### src/rtl/disp_scan_if.sv
// Display-side bundle for disp_scan: captured BCD input, strobes and the
// multiplexed seven-segment / anode pins.
interface disp_scan_if;
    logic [7:0] bcd_in;
    logic       load;
    logic       blank_lz;
    logic [6:0] seg_n;
    logic       an0;
    logic       an1;
    logic       bcd_err;

    modport master (
        output bcd_in, load, blank_lz,
        input  seg_n, an0, an1, bcd_err
    );

    modport slave (
        input  bcd_in, load, blank_lz,
        output seg_n, an0, an1, bcd_err
    );
endinterface

### src/rtl/disp_scan.sv
// Two-digit seven-segment scan driver: time-multiplexes units/tens anodes with
// a blank window at each digit switch, leading-zero blanking and a BCD error flag.
module disp_scan #(
    parameter int REFRESH_DIV = 50000,
    parameter int BLANK_CYC   = 500,
    parameter int CNT_W       = 16
) (
    input  logic        clk,
    input  logic        rst_n,
    disp_scan_if.slave  bus
);

    typedef enum logic {S_UNITS = 1'b0, S_TENS = 1'b1} state_t;

    localparam logic [CNT_W-1:0] CNT_LAST = CNT_W'(REFRESH_DIV - 1);
    localparam logic [6:0]       SEG_OFF  = 7'h7F;

    state_t           r_state;
    state_t           w_state_nxt;
    logic [CNT_W-1:0] r_cnt;
    logic [CNT_W-1:0] w_cnt_nxt;
    logic [7:0]       r_disp;
    logic [6:0]       r_seg_n;
    logic             r_an0;
    logic             r_an1;
    logic             r_bcd_err;

    logic             w_wrap;
    logic             w_active;
    logic             w_lz;
    logic             w_show;
    logic [3:0]       w_nib;
    logic [6:0]       w_seg_nxt;
    logic             w_an0_nxt;
    logic             w_an1_nxt;
    logic             w_err_nxt;

    // Segment order {a,b,c,d,e,f,g}, active-low; non-BCD codes go dark.
    function automatic logic [6:0] seg_decode(input logic [3:0] nib);
        logic [6:0] seg;
        case (nib)
            4'd0:    seg = 7'b0000001;
            4'd1:    seg = 7'b1001111;
            4'd2:    seg = 7'b0010010;
            4'd3:    seg = 7'b0000110;
            4'd4:    seg = 7'b1001100;
            4'd5:    seg = 7'b0100100;
            4'd6:    seg = 7'b0100000;
            4'd7:    seg = 7'b0001111;
            4'd8:    seg = 7'b0000000;
            4'd9:    seg = 7'b0000100;
            default: seg = 7'b1111111;
        endcase
        return seg;
    endfunction

    always_ff @(posedge clk) begin
        if (!rst_n) begin
            r_state <= S_UNITS;
            r_cnt   <= '0;
        end else begin
            r_state <= w_state_nxt;
            r_cnt   <= w_cnt_nxt;
        end
    end

    always_ff @(posedge clk) begin
        if (!rst_n) begin
            r_disp <= 8'h00;
        end else if (bus.load) begin
            r_disp <= bus.bcd_in;
        end
    end

    always_comb begin
        w_state_nxt = r_state;
        w_wrap      = (r_cnt == CNT_LAST);
        w_cnt_nxt   = w_wrap ? '0 : r_cnt + CNT_W'(1);
        if (w_wrap) begin
            w_state_nxt = (r_state == S_UNITS) ? S_TENS : S_UNITS;
        end

        // Signed compare keeps BLANK_CYC=0 well-defined (always active).
        w_active  = (int'(r_cnt) >= BLANK_CYC);
        w_nib     = (r_state == S_TENS) ? r_disp[7:4] : r_disp[3:0];
        w_lz      = (r_state == S_TENS) && bus.blank_lz && (r_disp[7:4] == 4'd0);
        w_show    = w_active && !w_lz;

        w_seg_nxt = w_show ? seg_decode(w_nib) : SEG_OFF;
        w_an0_nxt = !(w_show && (r_state == S_UNITS));
        w_an1_nxt = !(w_show && (r_state == S_TENS));
        w_err_nxt = (r_disp[7:4] > 4'd9) || (r_disp[3:0] > 4'd9);
    end

    // Anodes derive from a single state bit, so both can never be low together.
    always_ff @(posedge clk) begin
        if (!rst_n) begin
            r_seg_n   <= SEG_OFF;
            r_an0     <= 1'b1;
            r_an1     <= 1'b1;
            r_bcd_err <= 1'b0;
        end else begin
            r_seg_n   <= w_seg_nxt;
            r_an0     <= w_an0_nxt;
            r_an1     <= w_an1_nxt;
            r_bcd_err <= w_err_nxt;
        end
    end

    assign bus.seg_n   = r_seg_n;
    assign bus.an0     = r_an0;
    assign bus.an1     = r_an1;
    assign bus.bcd_err = r_bcd_err;

endmodule

### src/flat_wrapper.sv
// flat-port wrapper written by rule: the top's interface ports become plain ports
module disp_scan_flat 
#(
    parameter int REFRESH_DIV = 50000,
    parameter int BLANK_CYC   = 500,
    parameter int CNT_W       = 16
)
  (clk, rst_n, bus_bcd_in, bus_load, bus_blank_lz, bus_seg_n, bus_an0, bus_an1, bus_bcd_err);
  disp_scan_if bus_i ();
  input  logic clk;
  input  logic rst_n;
  input wire logic [$bits(bus_i.bcd_in)-1:0] bus_bcd_in;
  input wire logic [$bits(bus_i.load)-1:0] bus_load;
  input wire logic [$bits(bus_i.blank_lz)-1:0] bus_blank_lz;
  output wire logic [$bits(bus_i.seg_n)-1:0] bus_seg_n;
  output wire logic [$bits(bus_i.an0)-1:0] bus_an0;
  output wire logic [$bits(bus_i.an1)-1:0] bus_an1;
  output wire logic [$bits(bus_i.bcd_err)-1:0] bus_bcd_err;
  assign bus_i.bcd_in = bus_bcd_in;
  assign bus_i.load = bus_load;
  assign bus_i.blank_lz = bus_blank_lz;
  assign bus_seg_n = bus_i.seg_n;
  assign bus_an0 = bus_i.an0;
  assign bus_an1 = bus_i.an1;
  assign bus_bcd_err = bus_i.bcd_err;
  disp_scan #(.REFRESH_DIV(REFRESH_DIV), .BLANK_CYC(BLANK_CYC), .CNT_W(CNT_W)) u_core (.clk(clk), .rst_n(rst_n), .bus(bus_i));
endmodule
### config.mk
export PLATFORM = sky130hd
export DESIGN_NAME = disp_scan_flat
export DESIGN_NICKNAME = d
export VERILOG_FILES = /design/src/rtl/disp_scan_if.sv /design/src/rtl/disp_scan.sv /design/src/flat_wrapper.sv
export SDC_FILE = /design/constraint.sdc
export NUM_CORES = 1
export LEC_CHECK = 0
export BUFFER_PORTS_ARGS = -buffer_cell sky130_fd_sc_hd__buf_2
export CORE_ASPECT_RATIO = 0.5
export CORE_MARGIN = 8
export CORE_UTILIZATION = 56
export CTS_CLUSTER_SIZE = 25
export DETAILED_ROUTE_END_ITERATION = 16
export HOLD_SLACK_MARGIN = 0.02
export PLACE_DENSITY_LB_ADDON = 0.15
export SETUP_SLACK_MARGIN = 0.4
export SYNTH_ARGS = -nofsm -noshare
export SYNTH_HDL_FRONTEND = slang
export SYNTH_SLANG_ARGS = --single-unit
### constraint.sdc
create_clock -name clk -period 2.3 [get_ports clk]
set_clock_uncertainty 0.1 [all_clocks]
set_input_delay 0.115 -clock clk [delete_from_list [all_inputs] [get_ports clk]]
set_output_delay 0.115 -clock clk [all_outputs]
set_load 0.01 [all_outputs]
# ---- Word-level counts from Yosys, hierarchy flattened
# Memories as Yosys holds them, arrays and structs flattened. A register that Yosys moved wholly into a read port is not among the register bits.
# Cells that the tools add are included.
dict set report totals {
  register_bits 28
  mem_bits_ro 112
  input_bits 12
  word_cells 29
  memories 1
}
# memory depth word_bits rd rd_ports_with_merged_regs wr line_no
set memory_table {}
lappend memory_table {{(name not given)} 16 7 1 1 0 disp_scan.sv:41} ;# case (nib)
dict set report classes {
  n_addsub 1
  magnitude_cmp 3
  eq_ne 1
  muxes 2
  bitwise_logic 2
  reduce_logical 13
}
# op n
set ops {}
lappend ops {{16-bit by 1-bit adder with 16-bit output, second input constant} 1}
lappend ops {{16-bit == test, second input constant} 1}
lappend ops {{16-bit by 9-bit greater-or-equal comparator with 1-bit output, second input constant} 1}
lappend ops {{4-bit greater-than comparator, second input constant} 2}
lappend ops {{1-bit logical AND} 5}
lappend ops {{1-bit logical NOT} 4}
lappend ops {{4-bit logical NOT} 1}
lappend ops {{4-bit 2-to-1 mux} 1}
lappend ops {{1-bit NOT} 2}
lappend ops {{2-bit AND reduction} 1}
lappend ops {{2-bit OR reduction} 1}
lappend ops {{1-bit logical OR} 1}
lappend ops {{1-bit 2-to-1 mux} 1}

# ---- Longest topological paths before layout
# Gate-level depths: netlist of run 1.
dict set report depth {
  ltp_word 6
  depth_mapped 7
}

# ---- Least setup slack after synthesis of run 1
# Ideal clock, no wire load.
dict set report synth_timing {
  path_type {register to register}
  from {register u_core.r_state}
  to {register u_core.r_seg_n[1] (netlist: u_core.bus.seg_n[1])}
  setup_time_ns 0.137
  arrival_ns 1.655
  required_ns 2.063
  setup_slack_ns 0.408
  path_stages_with_launch 8
  synth_period_minus_slack_ns 1.892
  cell_sequence {dfxtp_1 buf_2 mux2i_1 inv_1 ha_1 or2_2 a21oi_1 o21ai_1}
}
dict set report synth_via {
  elab_chain_len 6
}
# item line_no
set synth_rtl {}
lappend synth_rtl {{start: declaration} disp_scan.sv:18} ;# state_t r_state;
lappend synth_rtl {{start signal: assignment} disp_scan.sv:62} ;# r_state <= w_state_nxt;
lappend synth_rtl {{1-bit logical AND (2 in a row)} disp_scan.sv:86} ;# w_lz = (r_state == S_TENS) && bus.blank_lz && (r_disp[7:4] == 4'd0);
lappend synth_rtl {{1-bit logical NOT} disp_scan.sv:87} ;# w_show = w_active && !w_lz;
lappend synth_rtl {{1-bit logical AND} disp_scan.sv:87}
lappend synth_rtl {{2-bit AND reduction (no line)} --}
lappend synth_rtl {{1-bit logical NOT (no line)} --}
lappend synth_rtl {{end: declaration} disp_scan.sv:23} ;# logic [6:0] r_seg_n;
# Parallel ways exist; a longest one is shown, timed or not.
# A chain may end at the register's enable or synchronous reset.

# ---- Worst setup path after layout of run 1
# Same ends and word-level chain as after synthesis.

==> key figures, run 1 <==
Pwr
  • Register share of total power: 0.541
  • Leak: between 0.7 and 0.8 nW
  • Internal power: ~0.89 mW
  • Pwr/cell area: just under 600 nW/um2
  • Gate power share: 0.093
  • Clk pwr share: 0.367
  • Design Power: roughly 1.2 mW
  • VDD IR-drop max: 0.429 mV
  • Switching part of the total power: 0.245
  • Switching Power: 0.288 mW

Global route
  • Antenna violations before repair: 0
  • Largest net degree at the start of global routing: 14
  • Vias in the first global route: roughly 1200
  • First-pass GRT wire length: 5250 um
  • GRT Resource Usage Total: 0.135
  • Total gr overflow: 0

Layout
  • Final non-filler cell total: 247
  • ANT cells: 0
  • Layout cells sized above 1: 0.248
  • Fillcell total: 199
  • Layout Utilization: 0.750
  • Area grow syn2layout: 24.4%
  • Fin nets: 229
  • Commonest non-fill, non-tap cell in the layout: dfxtp_1
  • Commonest non-fill, non-tap cells in the layout: 32 x dfxtp_1, 31 x nor2_1, 21 x buf_2

STA
  • Relative max-transition margin: 0.692
  • Fmax: about 550 MHz
  • Endpoints failing hold: 0
  • Actual slew at the worst max-slew pin: roughly 0.45 ns
  • RSZ-0062 raised after global routing: false
  • Setup TNS: 0 ns
  • Final setup violation count: 0
  • WHS: about 0.13 ns
  • Slew Limit Fails: 0
  • Period utilization: 0.792
  • Period minus WS final: roughly 1.8 ns

Worst setup path
  • CP startpoint: u_core.r_state
  • FF-to-FF setup slack: 0.48 ns
  • Critical Path RT: 2.36 ns
  • Crit path to: u_core.bus.seg_n[1]
  • WS Path Type: reg -> reg
  • CP arrival: roughly 1.9 ns
  • Largest fanout on the critical path: 8
  • Cell depth of the worst flop-to-flop path: 7
  • Worst r2r src: u_core.r_state
  • Worst setup SP type: register
  • Element type at the critical path end: register
  • Reg-to-reg endpoint: u_core.bus.seg_n[1]

Yosys
  • Synth unique cells: 35
  • Top post-synthesis cells by area: dfxtp_1 44%, mux2i_1 7.5%, nor2_1 7.2%, xnor2_1 7.1%, ha_1 6.2%
  • Synthesized flop and latch total: 35
  • Sequential share of the synthesized area: 0.436
  • Mapped Nets: around 190
  • Cell count after synthesis: about 170
  • Synth top area share: 0.436
  • Area leader, netlist: dfxtp_1
  • Mean Syn Cell Area: a little over 9 um2
  • Post-Syn Area: roughly 1600 um2
  • Yosys warns: 0

Drt
  • Via-to-Cell Ratio: around 5
  • Vias: ~1200
  • Routed WL: approximately 3200 um
  • Final antenna-violating net count: 0
  • Wire per inst: 12.8 um
  • Starting DRT DRC Count: 23
  • DRT Pass-1 Iters: 4
  • DRC Markers: 0

Floorplan
  • Row count: 13
  • Boundary Pins: 22
  • Initial Utilization: 0.603
  • Chip height: about 54 um
  • Core area: around 2700 um2
  • DIE WIDTH: ~90 um
  • Die Area: 4950 um2

Placement
  • GPL Wtd Cong: between 0.7 and 0.8
  • Placed cells: around 230
  • Port bufs: 21
  • Post-DP HPWL: ~2100 um

Clock network
  • Clock sink count: 35
  • Worst-path clk slew: around 0.07 ns
  • Later-pin clock latency in the skew report: around 0.29 ns
  • Total CTS buffers: 5
  • H-tree depth: 2
  • CTS tree: done
  • CTS Root Cell: clkbuf_8
  • Clock Tree Buf Depth: 2

Min path
  • Worst hold path depth: 4
  • Worst min-delay path category: in -> reg

Run
  • # Max-Cap Violations: 0

Outcome
  • Status: finished, final reports clean
worst min-delay path by stage:
| stage | startpoint | end | slack [ns] |
|---|---|---|---|
| floorplan | bus_bcd_in[0] | u_core.r_disp[0] | 0.16 |
| global placement | bus_bcd_in[1] | u_core.r_disp[1] | 0.25 |
| detailed placement | bus_bcd_in[1] | u_core.r_disp[1] | 0.26 |
| CTS | rst_n | u_core.r_cnt[6] | 0.11 |
| global route | rst_n | u_core.r_cnt[6] | 0.14 |
| finish | rst_n | u_core.r_cnt[6] | 0.13 |
sequential cells by signal, summed over array words and instances (netlist names):
| name | flops |
|---|---|
| u_core.r_disp | 8 |
| u_core.bus.seg_n | 7 |
| u_core.bus.an0 | 1 |
| u_core.bus.an1 | 1 |
| u_core.bus.bcd_err | 1 |
| u_core.r_cnt | 16 |
| u_core.r_state | 1 |
final cells by class:
| cell class | instances | area (um2) | area share |
|---|---|---|---|
| timing repair buffer | 35 | 246 | 0.123 |
| multi-input combinational | 123 | 885 | 0.442 |
| clock buffer | 6 | 72.6 | 0.0363 |
| sequential | 35 | 704 | 0.352 |
| clock inverter | 2 | 12.5 | 0.00625 |
| tap | 37 | 46.3 | 0.0231 |
| inverter | 9 | 33.8 | 0.0169 |
per-stage QoR:
stage	setup slack, ns	instance area (um2)
after floorplan	0.408	1610
after global placement	0.393	1770
after detailed placement	0.328	1770
after CTS	0.413	1960
after global routing	0.390	2000
final	0.478	2000
per-layer routing:
layer | routed length, um | up-vias | global-route usage
met5 | 0 | - | 0
met4 | 39 | 0 | 0.0475
met3 | 194 | 4 | 0.0637
met2 | 1510 | 20 | 0.252
met1 | 1430 | 568 | 0.136
li1 | - | 647 | -
logic make-up after synthesis:
group / after synthesis / share of synthesized area
simple gates: 69 / 0.219
flops: 35 / 0.436
compound gates: 18 / 0.0817
xor+xnor: 14 / 0.0763
buf+inv: 14 / 0.0358
mux: 14 / 0.0887
fa+ha+maj: 8 / 0.0623
repair_timing:
action / in CTS / in global routing
hold buffers: 8 / 0
setup endpoints to repair: 20 / 21
resized for setup: 2 / 8
hold endpoints to repair: 8 / 0
pin swaps: 1 / 0
buffers inserted: 2 / 0
power groups by stage:
stage | combinational (mW) | sequential [mW] | clock [mW]
floorplan | 0.0655 | 0.642 | 0
global placement | 0.0856 | 0.645 | 0
detailed placement | 0.0880 | 0.646 | 0
CTS | 0.106 | 0.633 | 0.443
global route | 0.122 | 0.637 | 0.468
finish | 0.109 | 0.636 | 0.431
synthesized netlist by cell type:
| master | instances |
|---|---|
| nand4bb_1 | 1 |
| nand3_1 | 5 |
| o21ai_4 | 1 |
| a21oi_1 | 5 |
| inv_1 | 9 |
| or4_4 | 1 |
| or3_4 | 1 |
| nand4_1 | 2 |
| dfxtp_1 | 35 |
| nor4_2 | 1 |
| buf_4 | 1 |
| o21ba_2 | 1 |
| nor4_1 | 4 |
| nand2b_1 | 2 |
| nor2b_1 | 2 |
| or2_2 | 1 |
| clkbuf_1 | 3 |
| ha_1 | 8 |
| or3_1 | 1 |
| o21ai_2 | 1 |
| nand3_2 | 1 |
| nand4_2 | 1 |
| o21ai_1 | 4 |
| nor2_1 | 31 |
| nand2_1 | 9 |
| xor2_1 | 1 |
| or4_1 | 1 |
| mux2i_1 | 12 |
| o21ai_0 | 5 |
| nor3_1 | 4 |
| and3_1 | 1 |
| xnor2_1 | 13 |
| buf_2 | 1 |
| mux2_2 | 2 |
| a221oi_4 | 1 |
worst max-delay path: stages (launching register included):
cell	delay, ns
dfxtp_2	0.37
buf_6	0.15
mux2i_4	0.25
inv_1	0.11
ha_1	0.19
or2_2	0.30
a21oi_1	0.15
o21ai_1	0.07
Note: power is estimated with default switching activity, not from simulation.
==> run 2: changes to the inputs <==
--- a/config.mk
+++ b/config.mk
@@ -8,7 +8,7 @@
 export BUFFER_PORTS_ARGS = -buffer_cell sky130_fd_sc_hd__buf_2
 export CORE_ASPECT_RATIO = 0.5
 export CORE_MARGIN = 8
-export CORE_UTILIZATION = 56
+export CORE_UTILIZATION = 50
 export CTS_CLUSTER_SIZE = 25
 export DETAILED_ROUTE_END_ITERATION = 16
 export HOLD_SLACK_MARGIN = 0.02
==> constraint.sdc (replaced) <==
create_clock -name clk -period 1.61 [get_ports clk]
set_clock_uncertainty 0.1 [all_clocks]
set_input_delay 0.0805 -clock clk [delete_from_list [all_inputs] [get_ports clk]]
set_output_delay 0.0805 -clock clk [all_outputs]
set_load 0.01 [all_outputs]
==> run 2 against run 1 <==
Compared with the run above:
- the run now ends with negative setup slack left
- final cell count up 12%
- count of clock-buffer cells in the layout shrank 1
- die area up 9.1%
- utilization increased by 4.1 points
- routed wire length rose by 12%
- global-route usage grew 0.38 points
- critical path depth shrank 2
- combinational power rose by 99%
- via count is 14% higher
- sequential power up 41%
- fmax increased by 3.5%
- hold slack got worse by 0.021 ns
- largest cell class unchanged
==> key figures, run 2 (synthesis results as in run 1) <==
Worst setup path
  • Worst setup SP type: register
  • Largest fanout on the critical path: 3
  • CP arrival: between 1.5 and 2 ns
  • Reg-to-reg endpoint: u_core.r_state
  • Cell depth of the worst flop-to-flop path: 5
  • Worst r2r src: u_core.r_cnt[1]
  • Element type at the critical path end: register
  • Critical Path RT: between 1.5 and 2 ns
  • FF-to-FF setup slack: -0.15 ns
  • WS Path Type: reg -> reg

STA
  • Relative max-transition margin: 0.722
  • RSZ-0062 raised after global routing: true
  • Endpoints failing hold: 0
  • Fmax: roughly 570 MHz
  • Slew Limit Fails: 0
  • Setup ws final: -0.149 ns
  • Final setup violation count: 20
  • Period minus WS final: about 1.8 ns
  • Actual slew at the worst max-slew pin: 0.412 ns
  • Period utilization: 1.09

Floorplan
  • Chip height: around 56 um
  • Boundary Pins: 22
  • Row count: 14
  • Initial Utilization: 0.531
  • Core area: around 3000 um2
  • Die Area: about 5400 um2
  • DIE WIDTH: between 90 and 100 um

Layout
  • Largest register FFs: 16
  • ANT cells: 0
  • Commonest non-fill, non-tap cell in the layout: buf_4
  • Layout cells sized above 1: 0.468
  • Fin nets: approximately 260
  • Commonest non-fill, non-tap cells in the layout: 29 x buf_4, 27 x dfxtp_1, 21 x buf_2
  • Area grow syn2layout: 49.1%
  • Final non-filler cell total: 277
  • Layout Utilization: 0.791
  • Reg with most FFs: u_core.r_cnt
  • Post-layout instance area: ~2400 um2

Outcome
  • Violations in the final reports: negative setup slack
  • Status: finished with violations

Pwr
  • Switching part of the total power: 0.266
  • Gate power share: 0.122
  • Switching Power: approximately 0.47 mW
  • Leak: ~0.94 nW
  • Register share of total power: 0.505
  • Pwr/cell area: between 700 and 800 nW/um2
  • Design Power: between 1.5 and 2 mW
  • VDD IR-drop max: approximately 0.7 mV
  • Internal power: about 1.3 mW
  • Clk pwr share: 0.373

Min path
  • Worst hold path depth: 3
  • Worst hold endpoint: u_core.r_disp[7]
  • Worst min-delay path category: in -> reg
  • Worst Hold Launch: bus_load

Clock network
  • Total CTS buffers: 5
  • Clock sink count: 35
  • CTS Root Cell: clkbuf_8
  • Worst-path clk slew: about 0.08 ns
  • CTS tree: done
  • Clock Tree Buf Depth: 2
  • H-tree depth: 2
  • Later-pin clock latency in the skew report: a little under 0.3 ns

Drt
  • Starting DRT DRC Count: 48
  • DRC Markers: 0
  • Via-to-Cell Ratio: a little over 5
  • DRT Pass-1 Iters: 4
  • Wire per inst: approximately 13 um
  • Final antenna-violating net count: 0
  • Vias: 1407
  • Routed WL: 3560 um

Placement
  • Post-DP HPWL: ~2400 um
  • Placed cell areas: 2070 um2
  • Placed cells: roughly 260
  • GPL Wtd Cong: between 0.8 and 0.9
  • Port bufs: 21

Global route
  • Largest net degree at the start of global routing: 17
  • First-pass GRT wire length: a little under 6000 um
  • Total gr overflow: 0
  • GRT Resource Usage Total: 0.139
  • Vias in the first global route: 1393
  • Antenna violations before repair: 0

Run
  • # Max-Cap Violations: 0
run 2: metrics by stage:
| stage | setup slack (ns) | setup TNS (ns) | hold slack, ns |
|---|---|---|---|
| after floorplan | -0.134 | -1.63 | 0.128 |
| after global placement | -0.0799 | -1.32 | 0.211 |
| after detailed placement | -0.120 | -1.99 | 0.222 |
| after CTS | -0.138 | -1.53 | 0.0914 |
| after global routing | -0.198 | -3.71 | 0.127 |
| final | -0.149 | -2.18 | 0.114 |
run 2: final cells by class:
cell class | count | area (um2)
Clock inverter | 3 | 22.5
Clock buffer | 5 | 68.8
Timing Repair Buffer | 62 | 470
Multi-Input combinational cell | 123 | 1030
Inverter | 9 | 33.8
Sequential cell | 35 | 718
Fill cell | 197 | 633
Tap cell | 40 | 50.0
run 2: critical path, stage by stage (launching register included):
cell	delay [ns]
dfxtp_2	0.35
ha_4	0.15
nand3_4	0.07
or4_4	0.52
or3_4	0.35
a21oi_2	0.14
run 2: per-layer routing:
metal,global-route usage,vias up,part of all wire
met1,0.149,672,0.42
met2,0.249,19,0.52
met3,0.0485,5,0.048
met4,0.0412,0,0.0065
met5,0,-,0
li1,-,711,-
run 2: power groups by stage:
stage	Combinational [mW]	Sequential, mW	Clock (mW)
floorplan	0.116	0.921	0
global placement	0.172	0.921	0
detailed placement	0.176	0.922	0
CTS	0.196	0.899	0.674
global route	0.239	0.902	0.717
finish	0.217	0.899	0.665
run 2: how the worst max path moves through the flow:
stage / endpoint / depth (start not counted) / slack (ns) / from
after detailed placement: u_core.r_state / 5 / -0.12 / u_core.r_cnt[1]
after CTS: u_core.r_state / 5 / -0.14 / u_core.r_cnt[1]
after global routing: u_core.r_state / 5 / -0.20 / u_core.r_cnt[1]
after floorplan: u_core.r_cnt[0] / 6 / -0.13 / u_core.r_cnt[0]
final: u_core.r_state / 5 / -0.15 / u_core.r_cnt[1]
after global placement: u_core.r_state / 5 / -0.08 / u_core.r_cnt[1]
run 2: repair_timing:
item	4_1_cts	5_1_grt
hold buffers	8	0
gates cloned	1	1
gates resized for setup	4	25
endpoints found under the setup margin	26	26
pin swaps	0	6
hold endpoints to repair	8	0
buffers inserted	3	1
==> run 3: changes to the inputs <==
--- a/config.mk
+++ b/config.mk
@@ -14,6 +14,7 @@
 export HOLD_SLACK_MARGIN = 0.02
 export PLACE_DENSITY_LB_ADDON = 0.15
 export SETUP_SLACK_MARGIN = 0.4
+export SKIP_CTS_REPAIR_TIMING = 1
 export SYNTH_ARGS = -nofsm -noshare
 export SYNTH_HDL_FRONTEND = slang
 export SYNTH_SLANG_ARGS = --single-unit
==> run 3 against run 2 <==
Compared with the run above:
- the flow still finishes with violations (negative setup slack)
- sequential cell count unchanged
- worst setup slack worse by 0.0090 ns
- total power down 1.4%
- hold slack worse by 0.023 ns
- sequential share of layout area increased by 0.85 points
- design area shrank 2.2%
- register-to-register slack about the same
- first-iteration DRC count decreased by 21%
- critical endpoint unchanged
- largest power group unchanged
==> key figures, run 3 (synthesis results as in run 1) <==
Drt
  • Starting DRT DRC Count: 38
  • Wire per inst: between 10 and 15 um
  • DRC Markers: 0
  • Routed WL: approximately 3600 um
  • Final antenna-violating net count: 0
  • Vias: 1412
  • DRT Pass-1 Iters: 6
  • Via-to-Cell Ratio: 5.12

Clock network
  • Worst-path clk slew: 0.08 ns
  • CTS tree: done
  • H-tree depth: 2
  • Clock sink count: 35
  • CTS Root Cell: clkbuf_8
  • Later-pin clock latency in the skew report: just under 0.3 ns
  • Clock Tree Buf Depth: 2
  • Total CTS buffers: 5

STA
  • Actual slew at the worst max-slew pin: slightly below 0.4 ns
  • Relative max-transition margin: 0.740
  • RSZ-0062 raised after global routing: true
  • Final setup violation count: 26
  • Period utilization: 1.10
  • WHS: ~0.091 ns
  • Endpoints failing hold: 0
  • Fmax: roughly 570 MHz
  • Period minus WS final: 1.77 ns
  • Slew Limit Fails: 0
  • Setup ws final: -0.158 ns

Layout
  • Final non-filler cell total: around 280
  • Commonest non-fill, non-tap cells in the layout: 29 x nor2_1, 28 x buf_4, 24 x dfxtp_1
  • Fillcell total: ~210
  • Register area: 722 um2
  • Commonest non-fill, non-tap cell in the layout: nor2_1
  • Area grow syn2layout: 45.8%
  • Layout cells sized above 1: 0.428
  • Reg with most FFs: u_core.r_cnt
  • Fin nets: 255
  • Largest register FFs: 16
  • Footprint of the multi-input gates: between 900 and 1000 um2
  • Layout Utilization: 0.773
  • ANT cells: 0

Placement
  • Post-DP HPWL: roughly 2400 um
  • Setup WS pre-CTS: -0.120 ns
  • Placed cells: 255
  • GPL Wtd Cong: between 0.8 and 0.9
  • Port bufs: 21

Worst setup path
  • Cell depth of the worst flop-to-flop path: 4
  • Reg-to-reg endpoint: u_core.r_state
  • WS Path Type: reg -> reg
  • Element type at the critical path end: register
  • Worst path slowest cell: or4_4
  • Critical Path RT: ~1.7 ns
  • FF-to-FF setup slack: -0.16 ns
  • CP Depth: 4
  • Worst Path Buf+Inv: 0
  • CP startpoint: u_core.r_cnt[5]
  • CP arrival: around 1.9 ns
  • Kind of cell adding the most delay to the critical path: simple AND/OR/NAND/NOR gates
  • Worst path max stage delay: between 0.5 and 0.6 ns
  • Critical-path cell list: nand4bb_1, or4_4, or3_1, a21oi_1
  • Largest fanout on the critical path: 3
  • Worst r2r src: u_core.r_cnt[5]
  • Worst setup SP type: register

Min path
  • Worst min-delay path category: in -> reg
  • Worst Hold Launch: rst_n
  • Worst hold endpoint: u_core.r_cnt[13]
  • Worst hold path depth: 4

Floorplan
  • Initial Utilization: 0.531
  • DIE WIDTH: slightly below 100 um
  • Die Area: 5400 um2
  • Row count: 14
  • Core area: between 3000 and 4000 um2
  • Chip height: 56.1 um
  • Boundary Pins: 22

Pwr
  • Leak: 0.940 nW
  • Design Power: 1.76 mW
  • VDD IR-drop max: between 0.6 and 0.7 mV
  • Pwr/cell area: between 700 and 800 nW/um2

Run
  • # Max-Cap Violations: 0

Global route
  • Largest net degree at the start of global routing: 17
  • GRT Resource Usage Total: 0.130
  • Total gr overflow: 0
  • Antenna violations before repair: 0
  • Vias in the first global route: ~1400
  • First-pass GRT wire length: 5650 um

Outcome
  • Violations in the final reports: negative setup slack
  • Status: finished with violations
run 3: final cells by class:
class / count / area share
sequential: 35 / 0.308
timing repair buffer: 61 / 0.201
tap: 40 / 0.0214
clock inverter: 3 / 0.00961
multi-input combinational: 123 / 0.416
inverter: 9 / 0.0144
clock buffer: 5 / 0.0294
run 3: how the worst max path moves through the flow:
stage | end | slack, ns
CTS | u_core.r_state | -0.14
global placement | u_core.r_state | -0.08
global route | u_core.r_state | -0.17
detailed placement | u_core.r_state | -0.12
finish | u_core.r_state | -0.16
floorplan | u_core.r_cnt[0] | -0.13
run 3: per-layer routing:
layer  part of all wire  track usage  vias to the layer above  wire length (um)
met1               0.42        0.132                      670              1500
li1                   -            -                      710                 -
met3              0.056       0.0458                        5               199
met2               0.52        0.240                       27              1830
met4             0.0059       0.0369                        0                21
met5                  0            0                        -                 0
run 3: worst register-to-register path: cells and delay by family, from the launching register on:
family           cells  cell delay [ns]
flip-flops           1             0.36
AO/OA/AOI/OAI        1             0.15
AND/OR/NAND/NOR      3             1.08
run 3: stage by stage:
step | setup TNS (ns) | instance area (um2)
after floorplan | -1.63 | 1730
after global routing | -3.05 | 2340
final | -1.82 | 2340
after CTS | -2.34 | 2160
after detailed placement | -1.99 | 2070
after global placement | -1.32 | 2070
run 3: report_power, final:
group          switching [mW]  internal (mW)
combinational          0.0906          0.106
clock                   0.349          0.310
sequential             0.0197          0.880
